**src/rtl/gs_i2s_out.sv**
```systemverilog
// gs_i2s_out
//   Audio output stage for the General Sound block. It converts the two 15-bit
//   unsigned channel sums to signed 16-bit, optionally removes DC with a
//   first-order leaky integrator, and serialises the result as a Philips I2S
//   stream. Each frame is 64 BCLK long and carries a 16-bit word, MSB first,
//   in each 32-bit slot.
//
// Parameters
//   BCLK_DIV  clk_sys cycles per BCLK half-period (2..255)
//   DC_SHIFT  DC-blocker time constant as a shift amount (4..15)
//
// Ports
//   clk_sys        in   single clock for the whole block
//   areset_n       in   asynchronous active-low reset
//   in_l, in_r     in   15-bit unsigned channel samples
//   dc_en          in   1 = DC blocker active, 0 = bypass and clear accumulators
//   i2s_bclk       out  bit clock
//   i2s_lrck       out  word select (0 = left, 1 = right)
//   i2s_data       out  serial data, changes on falling BCLK
//   sample_strobe  out  one-cycle pulse when in_l/in_r are captured
module gs_i2s_out #(
  parameter int BCLK_DIV = 4,
  parameter int DC_SHIFT = 10
) (
  input  logic        clk_sys,
  input  logic        areset_n,
  input  logic [14:0] in_l,
  input  logic [14:0] in_r,
  input  logic        dc_en,
  output logic        i2s_bclk,
  output logic        i2s_lrck,
  output logic        i2s_data,
  output logic        sample_strobe
);

  localparam int DIV_W = $clog2(BCLK_DIV);
  localparam logic [DIV_W-1:0] DIV_LAST = DIV_W'(BCLK_DIV - 1);
  localparam int ACC_W = 16 + DC_SHIFT;

  logic [DIV_W-1:0] div_cnt;
  logic [5:0]       bit_cnt;
  logic [5:0]       bit_next;
  logic             div_tc;
  logic             fall_tick;
  logic             frame_wrap;

  logic [14:0]      cap_l;
  logic [14:0]      cap_r;
  logic             cap_dc;

  logic [15:0]      x_l;
  logic [15:0]      x_r;
  logic [15:0]      dc_l;
  logic [15:0]      dc_r;
  logic [16:0]      diff_l;
  logic [16:0]      diff_r;
  logic [ACC_W-1:0] acc_l;
  logic [ACC_W-1:0] acc_r;
  logic [15:0]      y_l;
  logic [15:0]      y_r;

  logic [4:0]       slot;
  logic [3:0]       bit_idx;
  logic [15:0]      ser_word;
  logic             ser_bit;

  // Clamp a 17-bit two's-complement value into the signed 16-bit range.
  function automatic logic [15:0] sat16(input logic [16:0] d);
    if (d[16] != d[15]) begin
      return d[16] ? 16'h8000 : 16'h7FFF;
    end
    return d[15:0];
  endfunction

  assign div_tc     = (div_cnt == DIV_LAST);
  assign fall_tick  = div_tc & i2s_bclk;
  assign bit_next   = bit_cnt + 6'd1;
  assign frame_wrap = fall_tick & (bit_cnt == 6'd63);
  assign i2s_lrck   = bit_cnt[5];

  // BCLK generator: toggle every BCLK_DIV system clocks.
  always_ff @(posedge clk_sys or negedge areset_n) begin
    if (!areset_n) begin
      div_cnt  <= '0;
      i2s_bclk <= 1'b0;
    end else if (div_tc) begin
      div_cnt  <= '0;
      i2s_bclk <= ~i2s_bclk;
    end else begin
      div_cnt  <= div_cnt + DIV_W'(1);
    end
  end

  // Frame position advances on every falling BCLK, wrapping 63 -> 0.
  always_ff @(posedge clk_sys or negedge areset_n) begin
    if (!areset_n) begin
      bit_cnt <= '0;
    end else if (fall_tick) begin
      bit_cnt <= bit_next;
    end
  end

  // Both channels and the blocker enable are frozen together at frame start,
  // so anything the inputs do mid-frame cannot disturb the frame in flight.
  always_ff @(posedge clk_sys or negedge areset_n) begin
    if (!areset_n) begin
      cap_l         <= '0;
      cap_r         <= '0;
      cap_dc        <= 1'b0;
      sample_strobe <= 1'b0;
    end else begin
      sample_strobe <= frame_wrap;
      if (frame_wrap) begin
        cap_l  <= in_l;
        cap_r  <= in_r;
        cap_dc <= dc_en;
      end
    end
  end

  // Subtracting 0x8000 from {in,0} recentres the unsigned sum around zero.
  // The accumulator slice starting at DC_SHIFT is its arithmetic right shift
  // truncated to 16 bits, which is all the DC estimate ever needs.
  assign x_l    = {cap_l, 1'b0} - 16'h8000;
  assign x_r    = {cap_r, 1'b0} - 16'h8000;
  assign dc_l   = acc_l[DC_SHIFT +: 16];
  assign dc_r   = acc_r[DC_SHIFT +: 16];
  assign diff_l = {x_l[15], x_l} - {dc_l[15], dc_l};
  assign diff_r = {x_r[15], x_r} - {dc_r[15], dc_r};

  // One cycle after capture the output words are computed from the old DC
  // estimate and the integrators absorb the unsaturated difference. In
  // bypass the integrators are parked at zero so re-enabling starts fresh.
  always_ff @(posedge clk_sys or negedge areset_n) begin
    if (!areset_n) begin
      y_l   <= '0;
      y_r   <= '0;
      acc_l <= '0;
      acc_r <= '0;
    end else if (sample_strobe) begin
      if (cap_dc) begin
        y_l   <= sat16(diff_l);
        y_r   <= sat16(diff_r);
        acc_l <= acc_l + {{(ACC_W-17){diff_l[16]}}, diff_l};
        acc_r <= acc_r + {{(ACC_W-17){diff_r[16]}}, diff_r};
      end else begin
        y_l   <= x_l;
        y_r   <= x_r;
        acc_l <= '0;
        acc_r <= '0;
      end
    end
  end

  // Serial bit for the slot being entered. Slots 1..16 carry the word MSB
  // first; 0 - slot[3:0] in 4 bits equals 16 - slot for that range.
  always_comb begin
    slot     = bit_next[4:0];
    bit_idx  = 4'd0 - slot[3:0];
    ser_word = bit_next[5] ? y_r : y_l;
    ser_bit  = 1'b0;
    if ((slot != 5'd0) && (slot <= 5'd16)) begin
      ser_bit = ser_word[bit_idx];
    end
  end

  // Data moves only with the falling BCLK so it is stable at the DAC's rising edge.
  always_ff @(posedge clk_sys or negedge areset_n) begin
    if (!areset_n) begin
      i2s_data <= 1'b0;
    end else if (fall_tick) begin
      i2s_data <= ser_bit;
    end
  end

endmodule
```
**config.mk**
```make
export PLATFORM = sky130hd
export DESIGN_NAME = gs_i2s_out
export DESIGN_NICKNAME = d
export VERILOG_FILES = /design/src/rtl/gs_i2s_out.sv
export SDC_FILE = /design/constraint.sdc
export NUM_CORES = 1
export LEC_CHECK = 0
export ABC_CLOCK_PERIOD_IN_PS = 7400
export CAP_MARGIN = 20
export CORE_MARGIN = 8
export CORE_UTILIZATION = 45
export CTS_BUF_LIST = sky130_fd_sc_hd__clkbuf_8 sky130_fd_sc_hd__clkbuf_16
export DETAILED_ROUTE_END_ITERATION = 10
export HOLD_SLACK_MARGIN = 0.15
export PLACE_DENSITY = 0.67
export SYNTH_ARGS = -nofsm -noshare
export SYNTH_HDL_FRONTEND = slang
export SYNTH_SLANG_ARGS = --single-unit
```
**constraint.sdc**
```tcl
create_clock -name clk_sys -period 7.4 [get_ports clk_sys]
set_input_delay 1.85 -clock clk_sys [delete_from_list [all_inputs] [get_ports clk_sys]]
set_output_delay 1.85 -clock clk_sys [all_outputs]
set_load 0.005 [all_outputs]
```
Word level (Yosys, flattened, before mapping)
Cells that the tools add are included.
Operators by class
  add/subtract/negate cells: 9
  eq/ne operators: 4
  reductions and logical operators: 2
  bitwise operators: 3
  $lt $le $gt $ge: 2
  mux-type cells: 21
Operators by type and width (count)
  16-bit 2-to-1 mux: 9
  26-bit adder: 2
  26-bit 2-to-1 mux: 2
  16-bit by 16-bit subtractor with 17-bit output: 2
  16-bit subtractor, second input constant: 2
  1-bit 2-to-1 mux: 8
  6-bit by 1-bit adder with 6-bit output, second input constant: 1
  6-bit equality test, second input constant: 1
  5-bit <= comparator, second input constant: 1
  4-bit by 5-bit < comparator with 1-bit output, second input constant: 1
  5-bit nonzero test: 1
  1-bit binary-select mux with 4-bit select: 1
  1-bit by 4-bit subtractor with 4-bit output, first input constant: 1
  2-bit by 1-bit adder with 2-bit output, second input constant: 1
  1-bit AND: 2
  2-bit equality test, second input constant: 1
  2-bit 2-to-1 mux: 1
  1-bit != test: 2
  1-bit logical AND: 1
  1-bit inverter: 1
Storage, ports and cells
  flip-flop bits (word level): 126
  logic and storage cells: 53
  input port bits: 33
  output and inout bits: 4

Longest topological paths before layout
  word-level depth: 8
  gate-level depth with buffers: 19
  mapped depth without buffers: 19

Worst setup path before layout
No wires, ideal clock.
  path type: register to register
  start point: register cap_r[0]
  end point: register acc_r[25]
  stages on the path, launching flop included: 18
  period minus slack after synthesis: 4.028 ns
  arrival time: 3.941 ns
  buffers on the path: 0
  path slack: 3.372 ns
  setup time: 0.087 ns
  data required time: 7.313 ns
  path through: dfrtp_1 fa_1 a21o_1 a221oi_2 o211ai_2 a21o_1 a21o_1 a31oi_4 ha_1 a21o_1 a21o_1 a21oi_1 o21bai_1 a21oi_1 o211ai_1 a221o_1 o21bai_1 o211ai_1
On the way
  word-level cells in the longest chain between the ends: 4
RTL lines
  start, declared: line 48  | logic [14:0] cap_r;
  start signal, assigned: line 115  | cap_r <= in_r;
  16-bit subtractor: line 125  | assign x_r = {cap_r, 1'b0} - 16'h8000;
  16-bit by 16-bit subtractor with 17-bit output: line 129  | assign diff_r = {x_r[15], x_r} - {dc_r[15], dc_r};
  26-bit adder: line 145  | acc_r <= acc_r + {{(ACC_W-17){diff_r[16]}}, diff_r};
  26-bit 2-to-1 mux: line 141  | if (cap_dc) begin
  end signal, assigned: line 145
  end, declared: line 58  | logic [ACC_W-1:0] acc_r;
No other way between the ends.
A chain may end at the register's enable or synchronous reset.

Worst setup path in the final report
  start point: register acc_l[10]
  end point: register acc_l[23]
On the way
  word-level cells in the longest chain between the ends: 3
RTL lines
  start, declared: line 57  | logic [ACC_W-1:0] acc_l;
  start signal, assigned: line 144  | acc_l <= acc_l + {{(ACC_W-17){diff_l[16]}}, diff_l};
  16-bit by 16-bit subtractor with 17-bit output: line 128  | assign diff_l = {x_l[15], x_l} - {dc_l[15], dc_l};
  26-bit adder *: line 144
  26-bit 2-to-1 mux *: line 141
Mark *: on every way between the ends. The rest lies on a longest branch, timed or not.

==> results_dict.tcl <==
set metrics [dict create \
    status "completed" \
    fill_cells 1849 \
    clkLatencyLatePin_ns 0.43 \
    synth_nets 1126 \
    dr.pass1.iters 5 \
    path_clk_slew_ns 0.06 \
    h-tree-depth 4 \
    grt_antenna_before_repair 0 \
    clock_skew_ns 0.00854 \
    power.leakage_nw 4.89 \
    synth-seq-cells 126 \
    reg2reg_slack_ns 2.83 \
    endpoint_kind "register" \
    clock-sinks 126 \
    async_flop_share_pct 100 \
    grt_max_degree 74 \
    crit_end "acc_l[23]" \
    hold_viol 0 \
    fp.dieArea_um2 25300 \
    drc 0 \
    r2r-end "acc_l[23]" \
    rsz0062_at_grt "false" \
    fin_tns_setup_ns 0 \
    coreArea_um2 20200 \
    die_h_um 159 \
    synth_area_um2 9220 \
    synth_area_leader_cell "dfrtp_1" \
    cp-start-kind "register" \
    via_per_inst 5.77 \
    critPathMaxStageDelay_ns 0.43 \
    grt_pass1_vias 7527 \
    wl_per_cell_um 17.9 \
    cpLargestDelayFamily "compound AO/OA/AOI/OAI gates" \
    cts-root-buf "clkbuf_16" \
    vias 7583 \
    slowest_stage "dfrtp_1" \
    first_iter_violations 579 \
    area_growth_pct 14.3 \
    gr-usage-all-layers_pct 19.0 \
    cts_setup_buffers 0 \
    cts_tree "yes" \
    floorplan.initialDensity_pct 45.7 \
    die_width_um 159 \
    finalNetCount 1151 \
    syn-instance-count 1007 \
    ir_worst_vdd_v 0.000157 \
    ys_seq_area_share_pct 34.2 \
    cts_resized 0 \
    path_depth 18 \
    routed_wirelength_um 23600 \
    ctsLongestPathBuffers 2 \
    ios 37 \
    crit_buf_inv 1 \
    yosys-top-cells-count "126 x dfrtp_1, 83 x nor2_1, 82 x ha_1, 73 x a21oi_1, 65 x o21ai_0" \
    numCtsBuffers 17 \
    maxCapViolCount 0 \
    dp_hpwl_um 17200 \
    tightest_slew_ns 1.06 \
    setup_viol 0 \
    period_minus_slack_ns 4.57 \
    min_path_type "reg2reg" \
    place_ws_ns 2.87 \
    netlist.area_leader.share_pct 34.2 \
    rows 52 \
    synth_ff_type "dfrtp_1" \
    clock.fmax_mhz 219 \
    grt.overflow.total 0 \
    route.antenna.remaining_nets 0 \
    setup_slack_ns 2.83 \
    min_period_over_period_pct 61.7 \
    synth_edf_count 0 \
    cp_cell_sequence "inv_1, fa_1, a21o_1, a2111oi_0, o21ai_0, nand2_1, nor2b_1, mux2_2, ha_1, a21o_1, a21o_1, a21oi_1, nor2b_1, o21ai_0, and3b_1, o21ai_0, xnor2_1, o22ai_1" \
    yosysMostFrequentCell "dfrtp_1" \
    maxSlewViolCount 0 \
    synthTopCellsByArea "dfrtp_1 34%, ha_1 11%, mux2_2 4.2%" \
    worstPathMaxFanout 12 \
    insertedDiodeCount 0 \
    path_class "reg2reg" \
    reg2reg_depth 18 \
    drive_gt1_share_pct 9.95 \
    portBuffers 36 \
    pwr_density_cell_nw_per_um2 166 \
    arrival_ns 4.85 \
    r2r-start "acc_l[10]" \
    worstSetupStartpoint "acc_l[10]" \
    hold_buffers 0 \
    yosys_warnings 0 \
    synth.distinct_cells 70 \
    avgSynthCellArea_um2 9.15 \
    hold_depth 1 \
    routabilityCongestion 0.925 \
    grt_pass1_wl_um 39300 \
    max_slew_margin_pct 29.0 \
    worstPathRequired_ns 7.68 \
]
==> how the worst min path moves through the flow <==
stage               start          to
6_report       div_cnt[0]  div_cnt[0]
5_1_grt        div_cnt[0]  div_cnt[0]
4_1_cts        div_cnt[0]  div_cnt[0]
3_5_place_dp   div_cnt[0]  div_cnt[0]
3_3_place_gp   div_cnt[0]  div_cnt[0]
2_1_floorplan  div_cnt[0]  div_cnt[0]
==> layout by cell type (no fill, tap or decap), types with 5 or more instances in the layout <==
cell type / count
ha_1: 82
o21a_1: 10
nor2b_1: 26
nor2_1: 83
a21oi_1: 73
o21ai_0: 65
o22ai_1: 27
inv_1: 64
clkbuf_16: 17
or3_1: 16
nand3_1: 20
and3_1: 9
xnor2_1: 42
o21bai_1: 8
nor3_1: 8
nand2b_1: 6
a21oi_2: 10
bufinv_16: 8
nand2_1: 62
mux2_2: 34
dfrtp_1: 125
buf_4: 6
a211oi_1: 24
mux4_2: 5
xor2_1: 35
a21o_1: 39
a31oi_1: 10
clkdlybuf4s50_1: 35
a22o_1: 7
==> power by group <==
group          internal, mW  leakage, nW  switching [mW]
combinational        0.0151         2.80          0.0156
sequential            0.689         1.73               0
clock                 0.714        0.360           0.317
==> layout make-up <==
class	count	area, um2	share of cell area (%)
tap	270	338	3.21
timing repair buffer	42	407	3.86
clock inverter	13	267	2.53
clock buffer	19	453	4.30
multi-input combinational	783	5690	54.0
sequential	126	3160	30.0
inverter	62	233	2.21
==> metrics by stage <==
step	total power [mW]	cell area, um2	utilization (%)	hold WS (ns)	instances
2_1_floorplan	0.702	9220	-	0.403	1007
3_3_place_gp	0.733	9820	48.7	0.416	1283
3_5_place_dp	0.734	9820	48.7	0.422	1283
4_1_cts	1.77	10500	52.3	0.433	1315
5_1_grt	1.80	10500	52.3	0.462	1315
6_report	1.75	10500	52.3	0.430	1315
==> registers in the layout (all words and copies together), names as in the netlist <==
| name | count |
|---|---|
| acc_l | 26 |
| cap_dc | 1 |
| bit_cnt | 6 |
| cap_r | 15 |
| cap_l | 15 |
| i2s_bclk | 1 |
| y_r | 16 |
| i2s_data | 1 |
| div_cnt | 2 |
| acc_r | 26 |
| y_l | 16 |
| sample_strobe | 1 |
==> cell families (layout without fill, tap and decap cells) <==
logic type      count (synthesis)  in the layout  share of synthesized area (%)
mux                            43             43                           5.81
compound gates                321            321                           23.0
buf+inv                        98            136                           4.13
fa+ha+maj                      88             88                           12.2
flops                         126            126                           34.2
simple gates                  252            252                           13.0
xor+xnor                       79             79                           7.67
==> layer usage <==
metal / vias up / global-route usage, % / part of all wire [%]
li1: 3716 / - / -
met1: 3692 / 26.4 / 50
met2: 149 / 29.5 / 45
met3: 26 / 3.88 / 4.0
met4: 0 / 4.80 / 1.5
met5: - / 0 / 0
Note: power is estimated with default switching activity, not from simulation.
